<file path="src/rtl/cpu_load_store_queue_pkg.sv">
// Shared definitions for the load/store queue.
// Holds the memory-op type codes carried from execute, the head FSM state
// codes, and small decode helpers used by the queue top.
package cpu_load_store_queue_pkg;

  localparam int LS_SEL_WIDTH  = 3;
  localparam int LS_TYPE_WIDTH = LS_SEL_WIDTH + 1;

  typedef enum logic [LS_SEL_WIDTH:0] {
    LS_TYPE_NONE = 4'd0,
    LS_TYPE_LB   = 4'd1,
    LS_TYPE_LH   = 4'd2,
    LS_TYPE_LW   = 4'd3,
    LS_TYPE_LBU  = 4'd4,
    LS_TYPE_LHU  = 4'd5,
    LS_TYPE_SB   = 4'd6,
    LS_TYPE_SH   = 4'd7,
    LS_TYPE_SW   = 4'd8
  } ls_type_e;

  typedef enum logic [1:0] {
    LSQ_IDLE     = 2'd0,
    LSQ_REQ      = 2'd1,
    LSQ_WAIT_RSP = 2'd2
  } lsq_state_e;

  function automatic logic is_load(input logic [LS_SEL_WIDTH:0] ls_type);
    case (ls_type)
      LS_TYPE_LB, LS_TYPE_LH, LS_TYPE_LW, LS_TYPE_LBU, LS_TYPE_LHU: return 1'b1;
      default: return 1'b0;
    endcase
  endfunction

  function automatic logic is_store(input logic [LS_SEL_WIDTH:0] ls_type);
    case (ls_type)
      LS_TYPE_SB, LS_TYPE_SH, LS_TYPE_SW: return 1'b1;
      default: return 1'b0;
    endcase
  endfunction

  // Halfwords need an even address, words a 4-byte-aligned one.
  function automatic logic is_misaligned(input logic [LS_SEL_WIDTH:0] ls_type,
                                         input logic [1:0] addr_lo);
    case (ls_type)
      LS_TYPE_LH, LS_TYPE_LHU, LS_TYPE_SH: return addr_lo[0];
      LS_TYPE_LW, LS_TYPE_SW:              return |addr_lo;
      default:                             return 1'b0;
    endcase
  endfunction

endpackage

</file>
<file path="src/rtl/cpu_load_store_queue_if.sv">
// Data-memory request/response bus used by the load/store queue.
// master: the queue (drives requests, receives responses).
// slave : the data memory.
//   req_valid/req_ready  request handshake
//   write                1 = store
//   addr                 word-aligned byte address
//   wdata/wstrb          lane-aligned store data and byte strobes
//   rsp_valid/rsp_data   load response (raw word)
interface cpu_load_store_queue_if #(
  parameter int XLEN = 32
);
  logic            req_valid;
  logic            req_ready;
  logic            write;
  logic [XLEN-1:0] addr;
  logic [XLEN-1:0] wdata;
  logic [3:0]      wstrb;
  logic            rsp_valid;
  logic [XLEN-1:0] rsp_data;

  modport master (
    output req_valid, write, addr, wdata, wstrb,
    input  req_ready, rsp_valid, rsp_data
  );

  modport slave (
    input  req_valid, write, addr, wdata, wstrb,
    output req_ready, rsp_valid, rsp_data
  );
endinterface

</file>
<file path="src/rtl/cpu_load_store_queue_fifo.sv">
// cpu_sync_fifo: in-order storage for the load/store queue.
// Ports:
//   i_Clock, i_Reset      clock, async active-high reset (pointers/count only)
//   push, push_data       write one entry (caller guarantees not full)
//   pop                   drop the head entry (caller guarantees not empty)
//   head_data             oldest entry
//   count                 number of valid entries (0..DEPTH)
//   all_data, slot_valid  every storage slot flattened, plus which hold live entries
module cpu_sync_fifo #(
  parameter int WIDTH = 8,
  parameter int DEPTH = 2
) (
  input  logic                     i_Clock,
  input  logic                     i_Reset,
  input  logic                     push,
  input  logic [WIDTH-1:0]         push_data,
  input  logic                     pop,
  output logic [WIDTH-1:0]         head_data,
  output logic [$clog2(DEPTH):0]   count,
  output logic [DEPTH*WIDTH-1:0]   all_data,
  output logic [DEPTH-1:0]         slot_valid
);
  localparam int PTR_W = $clog2(DEPTH);
  localparam int CNT_W = PTR_W + 1;

  logic [WIDTH-1:0] mem_q [DEPTH];
  logic [PTR_W-1:0] wr_ptr;
  logic [PTR_W-1:0] rd_ptr;

  always_ff @(posedge i_Clock) begin
    if (push) mem_q[wr_ptr] <= push_data;
  end

  // DEPTH is a power of two, so the pointers wrap by plain overflow.
  always_ff @(posedge i_Clock or posedge i_Reset) begin
    if (i_Reset) begin
      wr_ptr <= '0;
      rd_ptr <= '0;
      count  <= '0;
    end else begin
      if (push) wr_ptr <= wr_ptr + PTR_W'(1);
      if (pop)  rd_ptr <= rd_ptr + PTR_W'(1);
      case ({push, pop})
        2'b10:   count <= count + CNT_W'(1);
        2'b01:   count <= count - CNT_W'(1);
        default: count <= count;
      endcase
    end
  end

  assign head_data = mem_q[rd_ptr];

  // A slot is live when its distance from the read pointer is below count.
  for (genvar i = 0; i < DEPTH; i++) begin : g_slot
    logic [PTR_W-1:0] offset;
    assign offset                        = PTR_W'(i) - rd_ptr;
    assign slot_valid[i]                 = {1'b0, offset} < count;
    assign all_data[i*WIDTH +: WIDTH]    = mem_q[i];
  end

endmodule

</file>
<file path="src/rtl/cpu_load_store_queue.sv">
// cpu_load_store_queue: memory/writeback stage between execute and data memory.
// Entries from execute are queued in order; only the head is processed.
// ALU ops retire immediately, misaligned accesses are dropped with a pulse,
// loads/stores go through the valid/ready memory bus.
// Ports:
//   i_Clock, i_Reset            clock, async active-high reset
//   i_Ex_*/o_Ex_Ready           entry from execute, push = valid & ready
//   i_Rs_1, i_Rs_2              decode sources for the load-use check
//   o_Load_Use_Stall            comb, a pending load writes i_Rs_1/i_Rs_2
//   mem                         data-memory bus (master side)
//   o_Wb_Enable/Addr/Data       registered regfile write
//   o_Misaligned                one-cycle pulse for a dropped access
//   o_Empty                     nothing queued and no writeback pending
// Latency from push edge N: ALU writeback visible in cycle N+2; a load with
// an always-ready memory and 1-cycle response requests in N+1, gets its
// response in N+2 and writes back in N+3.
module cpu_load_store_queue
  import cpu_load_store_queue_pkg::*;
#(
  parameter int XLEN           = 32,
  parameter int REG_ADDR_WIDTH = 5,
  parameter int DEPTH          = 2
) (
  input  logic                      i_Clock,
  input  logic                      i_Reset,
  input  logic                      i_Ex_Valid,
  output logic                      o_Ex_Ready,
  input  logic [LS_SEL_WIDTH:0]     i_Ex_Ls_Type,
  input  logic [XLEN-1:0]           i_Ex_Addr,
  input  logic [XLEN-1:0]           i_Ex_Store_Data,
  input  logic [XLEN-1:0]           i_Ex_Reg_Data,
  input  logic [REG_ADDR_WIDTH-1:0] i_Ex_Reg_Addr,
  input  logic                      i_Ex_Reg_Write,
  input  logic [REG_ADDR_WIDTH-1:0] i_Rs_1,
  input  logic [REG_ADDR_WIDTH-1:0] i_Rs_2,
  output logic                      o_Load_Use_Stall,
  cpu_load_store_queue_if.master    mem,
  output logic                      o_Wb_Enable,
  output logic [REG_ADDR_WIDTH-1:0] o_Wb_Addr,
  output logic [XLEN-1:0]           o_Wb_Data,
  output logic                      o_Misaligned,
  output logic                      o_Empty
);

  typedef struct packed {
    logic [LS_SEL_WIDTH:0]     ls_type;
    logic [XLEN-1:0]           addr;
    logic [XLEN-1:0]           store_data;
    logic [XLEN-1:0]           reg_data;
    logic [REG_ADDR_WIDTH-1:0] reg_addr;
    logic                      reg_write;
  } entry_t;

  localparam int ENTRY_W = $bits(entry_t);
  localparam int CNT_W   = $clog2(DEPTH) + 1;

  entry_t                   push_entry;
  entry_t                   head;
  logic [ENTRY_W-1:0]       head_bits;
  logic [CNT_W-1:0]         count;
  logic [DEPTH*ENTRY_W-1:0] all_entries;
  logic [DEPTH-1:0]         slot_valid;
  logic                     push;
  logic                     pop;
  logic                     drop;
  logic                     issue;
  logic                     head_valid;
  logic                     head_is_load;
  logic                     head_is_store;

  lsq_state_e               state, state_nx;

  logic                      wb_en_nx;
  logic [XLEN-1:0]           wb_data_nx;
  logic [XLEN-1:0]           load_data;
  logic [7:0]                byte_lane;
  logic [15:0]               half_lane;

  logic                      wb_en_p1;
  logic [REG_ADDR_WIDTH-1:0] wb_addr_p1;
  logic [XLEN-1:0]           wb_data_p1;
  logic                      wb_load_p1;
  logic                      misaligned_p1;

  entry_t                    slot;
  logic                      stall;
  logic                      unused_slot;

  // No pop bypass: a full queue refuses pushes even when the head retires.
  assign o_Ex_Ready = count < CNT_W'(DEPTH);
  assign push       = i_Ex_Valid & o_Ex_Ready;

  assign push_entry = '{ls_type:    i_Ex_Ls_Type,
                        addr:       i_Ex_Addr,
                        store_data: i_Ex_Store_Data,
                        reg_data:   i_Ex_Reg_Data,
                        reg_addr:   i_Ex_Reg_Addr,
                        reg_write:  i_Ex_Reg_Write};

  cpu_sync_fifo #(
    .WIDTH (ENTRY_W),
    .DEPTH (DEPTH)
  ) u_fifo (
    .i_Clock    (i_Clock),
    .i_Reset    (i_Reset),
    .push       (push),
    .push_data  (ENTRY_W'(push_entry)),
    .pop        (pop),
    .head_data  (head_bits),
    .count      (count),
    .all_data   (all_entries),
    .slot_valid (slot_valid)
  );

  assign head          = entry_t'(head_bits);
  assign head_valid    = count != '0;
  assign head_is_load  = is_load(head.ls_type);
  assign head_is_store = is_store(head.ls_type);

  always_ff @(posedge i_Clock or posedge i_Reset) begin
    if (i_Reset) state <= LSQ_IDLE;
    else         state <= state_nx;
  end

  // IDLE presents a well-formed access straight away so an always-ready
  // memory sees it the cycle after push; REQ holds it while memory stalls.
  always_comb begin
    state_nx      = state;
    pop           = 1'b0;
    drop          = 1'b0;
    issue         = 1'b0;
    mem.req_valid = 1'b0;
    case (state)
      LSQ_IDLE: begin
        if (head_valid) begin
          if (head.ls_type == LS_TYPE_NONE) begin
            pop = 1'b1;
          end else if (is_misaligned(head.ls_type, head.addr[1:0])) begin
            pop  = 1'b1;
            drop = 1'b1;
          end else begin
            issue = 1'b1;
          end
        end
      end
      LSQ_REQ:      issue = 1'b1;
      LSQ_WAIT_RSP: begin
        if (mem.rsp_valid) begin
          pop      = 1'b1;
          state_nx = LSQ_IDLE;
        end
      end
      default:      state_nx = LSQ_IDLE;
    endcase

    if (issue) begin
      mem.req_valid = 1'b1;
      if (mem.req_ready) begin
        if (head_is_store) begin
          pop      = 1'b1;
          state_nx = LSQ_IDLE;
        end else begin
          state_nx = LSQ_WAIT_RSP;
        end
      end else begin
        state_nx = LSQ_REQ;
      end
    end
  end

  // Request fields come straight from the head entry, so they stay stable
  // for as long as the head is waiting for acceptance.
  assign mem.write = head_is_store;
  assign mem.addr  = {head.addr[XLEN-1:2], 2'b00};

  always_comb begin
    mem.wdata = head.store_data;
    mem.wstrb = 4'b0000;
    case (head.ls_type)
      LS_TYPE_SB: begin
        mem.wdata = head.store_data << {head.addr[1:0], 3'b000};
        mem.wstrb = 4'b0001 << head.addr[1:0];
      end
      LS_TYPE_SH: begin
        mem.wdata = head.store_data << {head.addr[1], 4'b0000};
        mem.wstrb = 4'b0011 << head.addr[1:0];
      end
      LS_TYPE_SW: begin
        mem.wdata = head.store_data;
        mem.wstrb = 4'b1111;
      end
      default: ;
    endcase
  end

  assign byte_lane = mem.rsp_data[{head.addr[1:0], 3'b000} +: 8];
  assign half_lane = head.addr[1] ? mem.rsp_data[31:16] : mem.rsp_data[15:0];

  always_comb begin
    load_data = mem.rsp_data;
    case (head.ls_type)
      LS_TYPE_LB:  load_data = {{(XLEN-8){byte_lane[7]}}, byte_lane};
      LS_TYPE_LBU: load_data = {{(XLEN-8){1'b0}}, byte_lane};
      LS_TYPE_LH:  load_data = {{(XLEN-16){half_lane[15]}}, half_lane};
      LS_TYPE_LHU: load_data = {{(XLEN-16){1'b0}}, half_lane};
      default:     load_data = mem.rsp_data;
    endcase
  end

  assign wb_en_nx   = pop & ~drop & ~head_is_store & head.reg_write &
                      (head.reg_addr != '0);
  assign wb_data_nx = head_is_load ? load_data : head.reg_data;

  // ---- p1: writeback register ----
  always_ff @(posedge i_Clock or posedge i_Reset) begin
    if (i_Reset) begin
      wb_en_p1      <= 1'b0;
      wb_addr_p1    <= '0;
      wb_data_p1    <= '0;
      wb_load_p1    <= 1'b0;
      misaligned_p1 <= 1'b0;
    end else begin
      wb_en_p1      <= wb_en_nx;
      wb_load_p1    <= wb_en_nx & head_is_load;
      misaligned_p1 <= drop;
      if (wb_en_nx) begin
        wb_addr_p1 <= head.reg_addr;
        wb_data_p1 <= wb_data_nx;
      end
    end
  end

  assign o_Wb_Enable  = wb_en_p1;
  assign o_Wb_Addr    = wb_addr_p1;
  assign o_Wb_Data    = wb_data_p1;
  assign o_Misaligned = misaligned_p1;
  assign o_Empty      = (count == '0) & ~wb_en_p1;

  // A load's value is unavailable until it leaves the writeback register,
  // so both queued loads and a load sitting in p1 block dependent decode.
  always_comb begin
    stall = wb_load_p1 & wb_en_p1 &
            ((wb_addr_p1 == i_Rs_1) | (wb_addr_p1 == i_Rs_2));
    slot  = '0;
    for (int i = 0; i < DEPTH; i++) begin
      slot = entry_t'(all_entries[i*ENTRY_W +: ENTRY_W]);
      if (slot_valid[i] && is_load(slot.ls_type) && (slot.reg_addr != '0) &&
          ((slot.reg_addr == i_Rs_1) || (slot.reg_addr == i_Rs_2)))
        stall = 1'b1;
    end
  end

  assign o_Load_Use_Stall = stall;
  assign unused_slot      = ^{slot.addr, slot.store_data, slot.reg_data, slot.reg_write};

endmodule
</file>
<file path="src/flat_wrapper.sv">
// flat-port wrapper written by rule: the top's interface ports become plain ports
module cpu_load_store_queue_flat import cpu_load_store_queue_pkg::*;
#(
  parameter int XLEN           = 32,
  parameter int REG_ADDR_WIDTH = 5,
  parameter int DEPTH          = 2
)
  (i_Clock, i_Reset, i_Ex_Valid, o_Ex_Ready, i_Ex_Ls_Type, i_Ex_Addr, i_Ex_Store_Data, i_Ex_Reg_Data, i_Ex_Reg_Addr, i_Ex_Reg_Write, i_Rs_1, i_Rs_2, o_Load_Use_Stall, o_Wb_Enable, o_Wb_Addr, o_Wb_Data, o_Misaligned, o_Empty, mem_req_valid, mem_write, mem_addr, mem_wdata, mem_wstrb, mem_req_ready, mem_rsp_valid, mem_rsp_data);
  cpu_load_store_queue_if #(.XLEN(XLEN)) mem_i ();
  input  logic i_Clock;
  input  logic i_Reset;
  input  logic i_Ex_Valid;
  output logic o_Ex_Ready;
  input  logic [LS_SEL_WIDTH:0] i_Ex_Ls_Type;
  input  logic [XLEN-1:0] i_Ex_Addr;
  input  logic [XLEN-1:0] i_Ex_Store_Data;
  input  logic [XLEN-1:0] i_Ex_Reg_Data;
  input  logic [REG_ADDR_WIDTH-1:0] i_Ex_Reg_Addr;
  input  logic i_Ex_Reg_Write;
  input  logic [REG_ADDR_WIDTH-1:0] i_Rs_1;
  input  logic [REG_ADDR_WIDTH-1:0] i_Rs_2;
  output logic o_Load_Use_Stall;
  output logic o_Wb_Enable;
  output logic [REG_ADDR_WIDTH-1:0] o_Wb_Addr;
  output logic [XLEN-1:0] o_Wb_Data;
  output logic o_Misaligned;
  output logic o_Empty;
  output wire logic [$bits(mem_i.req_valid)-1:0] mem_req_valid;
  output wire logic [$bits(mem_i.write)-1:0] mem_write;
  output wire logic [$bits(mem_i.addr)-1:0] mem_addr;
  output wire logic [$bits(mem_i.wdata)-1:0] mem_wdata;
  output wire logic [$bits(mem_i.wstrb)-1:0] mem_wstrb;
  input wire logic [$bits(mem_i.req_ready)-1:0] mem_req_ready;
  input wire logic [$bits(mem_i.rsp_valid)-1:0] mem_rsp_valid;
  input wire logic [$bits(mem_i.rsp_data)-1:0] mem_rsp_data;
  assign mem_req_valid = mem_i.req_valid;
  assign mem_write = mem_i.write;
  assign mem_addr = mem_i.addr;
  assign mem_wdata = mem_i.wdata;
  assign mem_wstrb = mem_i.wstrb;
  assign mem_i.req_ready = mem_req_ready;
  assign mem_i.rsp_valid = mem_rsp_valid;
  assign mem_i.rsp_data = mem_rsp_data;
  cpu_load_store_queue #(.XLEN(XLEN), .REG_ADDR_WIDTH(REG_ADDR_WIDTH), .DEPTH(DEPTH)) u_core (.i_Clock(i_Clock), .i_Reset(i_Reset), .i_Ex_Valid(i_Ex_Valid), .o_Ex_Ready(o_Ex_Ready), .i_Ex_Ls_Type(i_Ex_Ls_Type), .i_Ex_Addr(i_Ex_Addr), .i_Ex_Store_Data(i_Ex_Store_Data), .i_Ex_Reg_Data(i_Ex_Reg_Data), .i_Ex_Reg_Addr(i_Ex_Reg_Addr), .i_Ex_Reg_Write(i_Ex_Reg_Write), .i_Rs_1(i_Rs_1), .i_Rs_2(i_Rs_2), .o_Load_Use_Stall(o_Load_Use_Stall), .mem(mem_i), .o_Wb_Enable(o_Wb_Enable), .o_Wb_Addr(o_Wb_Addr), .o_Wb_Data(o_Wb_Data), .o_Misaligned(o_Misaligned), .o_Empty(o_Empty));
endmodule
</file>
<file path="config.mk">
export PLATFORM = sky130hd
export DESIGN_NAME = cpu_load_store_queue_flat
export DESIGN_NICKNAME = d
export VERILOG_FILES = /design/src/rtl/cpu_load_store_queue_pkg.sv /design/src/rtl/cpu_load_store_queue_if.sv /design/src/rtl/cpu_load_store_queue_fifo.sv /design/src/rtl/cpu_load_store_queue.sv /design/src/flat_wrapper.sv
export SDC_FILE = /design/constraint.sdc
export NUM_CORES = 1
export LEC_CHECK = 0
export BUFFER_PORTS_ARGS = -buffer_cell sky130_fd_sc_hd__buf_2
export CORE_AREA = 5 5 178 180
export CTS_CLUSTER_DIAMETER = 80
export DETAILED_ROUTE_END_ITERATION = 16
export DIE_AREA = 0 0 183 185
export REMOVE_ABC_BUFFERS = 1
export SYNTH_ARGS = -nofsm -noshare
export SYNTH_HDL_FRONTEND = slang
export SYNTH_SLANG_ARGS = --single-unit
</file>
<file path="constraint.sdc">
create_clock -name i_Clock -period 10.95 [get_ports i_Clock]
set_input_delay 0.5475 -clock i_Clock [delete_from_list [all_inputs] [get_ports i_Clock]]
set_output_delay 0.5475 -clock i_Clock [all_outputs]
set_load 0.01 [all_outputs]
</file>
* Word level (Yosys, flattened, before mapping)
Memories as Yosys holds them, arrays and structs flattened. Cells that the tools add are included.
Word-level totals: memories 1, bits of input ports 153, bits in registers 46, bits in writable memories 212, output and inout bits 112
Cells by class: multiplexer cells 39, bitwise logic cells 13, add/subtract/negate cells 6, $lt $le $gt $ge 3, equal/unequal tests 30, shift-type cells 5, reduce and logical (&&, ||, !) cells 25
Memories:
- u_core.u_fifo.mem_q | words 2, bits a word 106, rd ports 3, clocked after Yosys merged registers in 0, write ports 1, RTL line cpu_load_store_queue_fifo.sv:26 | logic [WIDTH-1:0] mem_q [DEPTH];
Operators by type and width (count):
- 32-bit case mux with 4 select lines | 1
- 32-bit case mux with 2 select lines | 1
- 32-bit by 5-bit << shifter with 32-bit output | 2
- 4-bit by 3-bit == test with 1-bit output (second input constant) | 8
- 32-bit two-way mux | 1
- 32-bit by 6-bit variable part select with 8-bit output | 1
- 5-bit == test | 6
- 1-bit two-way mux | 25
- 4-bit by 2-bit == test with 1-bit output (second input constant) | 6
- 16-bit two-way mux | 1
- 5-bit nonzero test | 3
- 5-bit OR reduction | 3
- 4-bit by 1-bit == test with 1-bit output (second input constant) | 3
- 4-bit case mux with 3 select lines | 1
- 1-bit bitwise AND | 9
- 2-bit two-way mux | 4
- 2-bit case mux with 2 select lines | 2
- 1-bit logical AND | 6
- 1-bit case mux with 2 select lines | 3
- 2-bit OR reduction | 3
- 3-bit OR reduction | 2
- 2-bit by 1-bit == test with 1-bit output (second input constant) | 2
- 2-bit == test (second input constant) | 2
- 4-bit == test (second input constant) | 1
- 17 further kinds | 25

* Longest topological paths before layout
An unclocked memory read counts as a cell.
depth in word-level cells 19, mapped depth 11, depth with buffers taken out 9

* Modules after synthesis
Synthesis repeated with hierarchy kept, for this count alone.
Unflattened totals: cells, all modules 871, area, all modules 12191.7 um2
Modules (own cells, without submodules):
- cpu_sync_fifo | cells each 348, instances 1, area an instance 7861.3 um2
- cpu_load_store_queue | cells each 523, instances 1, area an instance 4330.4 um2

* Worst setup path after synthesis
Ideal clock, no wire load.
kind register -> register, start point reg u_core.u_fifo.count[1], end point mem u_core.u_fifo.mem_q[0][0] (netlist bit) (enable), clock period less this slack 5.664 ns, path buffers 0, arrival 5.092 ns, required time 10.378 ns, stages on the path, launching flop included 4, path slack 5.286 ns, cell sequence dfrtp_1 inv_1 nand2_1 nor2_1
Between the ends: word-level cells in the longest chain between the ends 4
RTL lines:
- start: declaration | RTL line cpu_load_store_queue_fifo.sv:19 | output logic [$clog2(DEPTH):0] count,
- start signal: assignment | RTL line cpu_load_store_queue_fifo.sv:44 | 2'b10: count <= count + CNT_W'(1);
- start signal: assignment | RTL line cpu_load_store_queue_fifo.sv:45 | 2'b01: count <= count - CNT_W'(1);
- start signal: assignment | RTL line cpu_load_store_queue_fifo.sv:46 | default: count <= count;
- 2-bit less-than comparator | RTL line cpu_load_store_queue.sv:90 | assign o_Ex_Ready = count < CNT_W'(DEPTH);
- net o_Ex_Ready | RTL line flat_wrapper.sv:13 | output logic o_Ex_Ready;
- 1-bit bitwise AND | RTL line cpu_load_store_queue.sv:91 | assign push = i_Ex_Valid & o_Ex_Ready;
- 1-bit two-way mux | RTL line cpu_load_store_queue_fifo.sv:31 | if (push) mem_q[wr_ptr] <= push_data;
- 1-bit two-way mux (not written as such) | RTL line cpu_load_store_queue_fifo.sv:31
- end: declaration | RTL line cpu_load_store_queue_fifo.sv:26
The timed path passes the listed nets, and every way through them passes these cells.

* Worst setup path after layout
start point reg u_core.u_fifo.rd_ptr, end point out mem_wdata[12]
Between the ends: word-level cells in the longest chain between the ends 3
RTL lines:
- start: declaration | RTL line cpu_load_store_queue_fifo.sv:28 | logic [PTR_W-1:0] rd_ptr;
- start signal: assignment | RTL line cpu_load_store_queue_fifo.sv:42 | if (pop) rd_ptr <= rd_ptr + PTR_W'(1);
- memory 2 x 106 bit (*)
- 32-bit by 5-bit << shifter with 32-bit output, or another cell as far along | RTL line cpu_load_store_queue.sv:185 | mem.wdata = head.store_data << {head.addr[1], 4'b0000};
- 32-bit case mux with 2 select lines (*) | RTL line cpu_load_store_queue.sv:179 | case (head.ls_type)
- end: declaration | RTL line flat_wrapper.sv:31 | output wire logic [$bits(mem_i.wdata)-1:0] mem_wdata;
Mark *: on every way between the ends. The rest lies on a longest branch, timed or not.

==> impl_metrics.yaml <==
job:
  maxCapViolCount: 0
finish:
  nets: 1255
  drive_gt1_frac: 0.335
  seq_area_um2: 7520
  multiInputGateArea_um2: 3780
  design_area_um2: 14200
  syn2layout_area_growth_pct: 21.0
  fillers: 2787
worst_setup_path:
  required_ns: 10.40
  r2r_cells: 9
  r2r_start: "u_core.u_fifo.rd_ptr"
  r2r_slack_ns: 6.55
  crit_path_end_kind: "output pin"
  arrival_ns: 4.24
  reg2reg_to: "u_core.o_Wb_Data[26]"
  worstPathMaxFanout: 46
  start_kind: "flop"
  critPathKind: "flop to output pin"
synth:
  syn_area_per_cell_um2: 13.4
  yosysWarningCount: 0
  synth_edf_count: 212
  ys_ff_latch: 258
  syn-instance-count: 874
  synth_cell_types: 60
  synthTopCellsByArea: "edfxtp_1, dfrtp_1, mux2i_1"
  synth.most_common_cell: "edfxtp_1"
  synth-async-reset-ratio: 0.178
  yosys.area.top_type: "edfxtp_1"
  yosysTopAreaCellShare: 0.542
  yosys-top-cells-count: "edfxtp_1, mux2i_1, nor2_1, nand2_1, dfrtp_1"
  synthFlopType: "edfxtp_1"
  ys_seq_area_frac: 0.640
  synth_area_um2: 11800
timing:
  hold_violations: 0
  finalCriticalPeriod_ns: 4.79
  worst_pin_slew_ns: 1.28
  setup_viol: 0
  fmax_mhz: 209
  min_period_over_period: 0.438
  hold_ws_ns: 0.171
  rsz0062_at_grt: "no"
  slew_violations: 0
  slew_headroom: 0.145
  skew_ns: 0.0214
  fin_tns_setup_ns: 0
placed_design:
  port_buffers: 262
  dp_hpwl_um: 22000
  place.gp.congestion: 0.833
  place_area_um2: 13200
floorplanning:
  rows: 64
  die_h_um: 185
  start_util: 0.391
  ios: 265
  die-area_um2: 33900
  die_w_um: 183
  core_um2: 30000
clocking:
  cts_setup_buffers: 0
  post_cts_resized: 0
  hold_buffers: 0
  root_buffer: "clkbuf_16"
  numCtsBuffers: 29
  htreeDepth: 1
  clkTransAtPathRegs_ns: 0.06
  clk_latency_ns: 0.56
  clk_path_buf_depth: 3
  clkSinkCount: 258
  cts_tree: "yes"
global_route:
  grt_max_degree: 70
  antenna_found_initial: 7
  grt_usage: 0.181
  gr-total-overflow: 0
  first_global_vias: 8178
  grt_pass1_wl_um: 47800
power:
  p_comb_frac: 0.375
  p_seq_frac: 0.370
  p_sw_mw: 1.41
  p_per_area_nw_per_um2: 275
  p_leak_nw: 5.48
  clkPwrFrac: 0.255
  peakVddDrop_uv: 146
  internal-power_mw: 2.51
  sw_frac_of_total: 0.360
routing:
  drt_iter0_drc: 592
  drc: 0
  routed_wl_um: 32000
  viasPerCell: 5.41
  vias: 8235
  final_antenna_net_count: 0
  wl_per_cell_um: 21.0
  first_pass_iters: 5
run_status:
  outcome: "finished, final reports clean"
min_path:
  min_path_type: "input port to flop"
  holdPathStages: 2
  min_from: "mem_req_ready"
  whs_endpoint: "u_core.state[0]"
-- kinds of logic after synthesis --
| logic type | synth area share |
|---|---|
| DFF | 0.640 |
| muxes | 0.0989 |
| AOI/OAI and AO/OA | 0.124 |
| and+or+nand+nor | 0.0681 |
| buffers and inverters | 0.0419 |
| other | 0.000319 |
| xor gates and xnor gates | 0.0261 |
| adders and majority gates | 0.00106 |
-- layout make-up --
type	instances	share of cell area
antenna	3	0.000528
tap	396	0.0348
multi-input combinational	530	0.266
clock inverter	13	0.0118
sequential	258	0.529
timing repair buffer	273	0.0980
clock buffer	41	0.0577
inverter	9	0.00238
-- registers in the layout, indices dropped and copies added, names as in the netlist --
register	flops
u_core.o_Misaligned	1
u_core.o_Wb_Addr	5
u_core.o_Wb_Data	32
u_core.o_Wb_Enable	1
u_core.state	2
u_core.u_fifo.count	2
u_core.u_fifo.mem_q	212
u_core.u_fifo.rd_ptr	1
u_core.u_fifo.wr_ptr	1
u_core.wb_load_p1	1
-- layout by cell type, fill, tap and decap left out, types with 3 or more instances in the layout --
cell type / count
buf_2: 262
edfxtp_1: 212
mux2i_1: 64
nor2_1: 52
nand2_1: 47
a21oi_1: 45
dfrtp_1: 45
mux2_2: 42
o22ai_1: 41
clkbuf_16: 29
o221ai_1: 25
nor2b_1: 23
a211oi_1: 23
xnor2_1: 20
nand3_1: 18
nor3_1: 15
xor2_1: 15
a31oi_1: 14
o21ai_0: 14
buf_4: 11
a22oi_1: 10
inv_1: 7
clkbuf_1: 7
clkinv_2: 7
o211a_1: 6
o21a_1: 6
clkbuf_8: 5
o211ai_1: 4
o21ai_1: 4
bufinv_16: 4
diode_2: 3
-- worst max-delay path: stages, from the launching register on --
cell and delay (ns):
dfrtp_4 0.64, buf_4 0.58, mux2_4 0.41, or3_1 0.58, a21oi_1 1.06, o22ai_1 0.19
buf_2 0.20
-- power groups by stage --
| stage | clock, mW | sequential, mW | combinational (mW) |
|---|---|---|---|
| floorplan | 0 | 1.53 | 0.900 |
| global placement | 0 | 1.46 | 1.47 |
| detailed placement | 0 | 1.47 | 1.48 |
| CTS | 1.02 | 1.45 | 1.49 |
| global route | 1.07 | 1.47 | 1.61 |
| finish | 0.999 | 1.45 | 1.47 |
-- per-layer routing --
| layer | vias to the layer above | GRT usage | part of all wire |
|---|---|---|---|
| met5 | - | 0 | 0.0023 |
| met1 | 4005 | 0.244 | 0.42 |
| met2 | 349 | 0.292 | 0.46 |
| li1 | 3816 | - | - |
| met3 | 55 | 0.0487 | 0.086 |
| met4 | 10 | 0.0462 | 0.023 |
-- through the flow --
step | utilization | std cells | power [mW] | setup slack, ns
finish | 0.474 | 1523 | 3.92 | 6.16
global route | 0.473 | 1522 | 4.15 | 5.92
CTS | 0.473 | 1520 | 3.96 | 6.09
detailed placement | 0.440 | 1466 | 2.95 | 6.50
global placement | 0.440 | 1466 | 2.93 | 6.71
floorplan | - | 797 | 2.43 | 3.84
-- how the worst max path moves through the flow --
stage | start | depth (start not counted) | to | slack [ns]
after global placement | u_core.u_fifo.rd_ptr | 9 | u_core.o_Wb_Data[26] | 6.71
final | u_core.u_fifo.rd_ptr | 6 | mem_wdata[12] | 6.16
after detailed placement | u_core.u_fifo.rd_ptr | 9 | u_core.o_Wb_Data[26] | 6.50
after global routing | u_core.u_fifo.rd_ptr | 6 | mem_wdata[12] | 5.92
after CTS | u_core.u_fifo.rd_ptr | 6 | mem_wdata[12] | 6.09
after floorplan | u_core.u_fifo.rd_ptr | 3 | mem_wdata[10] | 3.84
Power figures use the tool's default switching activity.
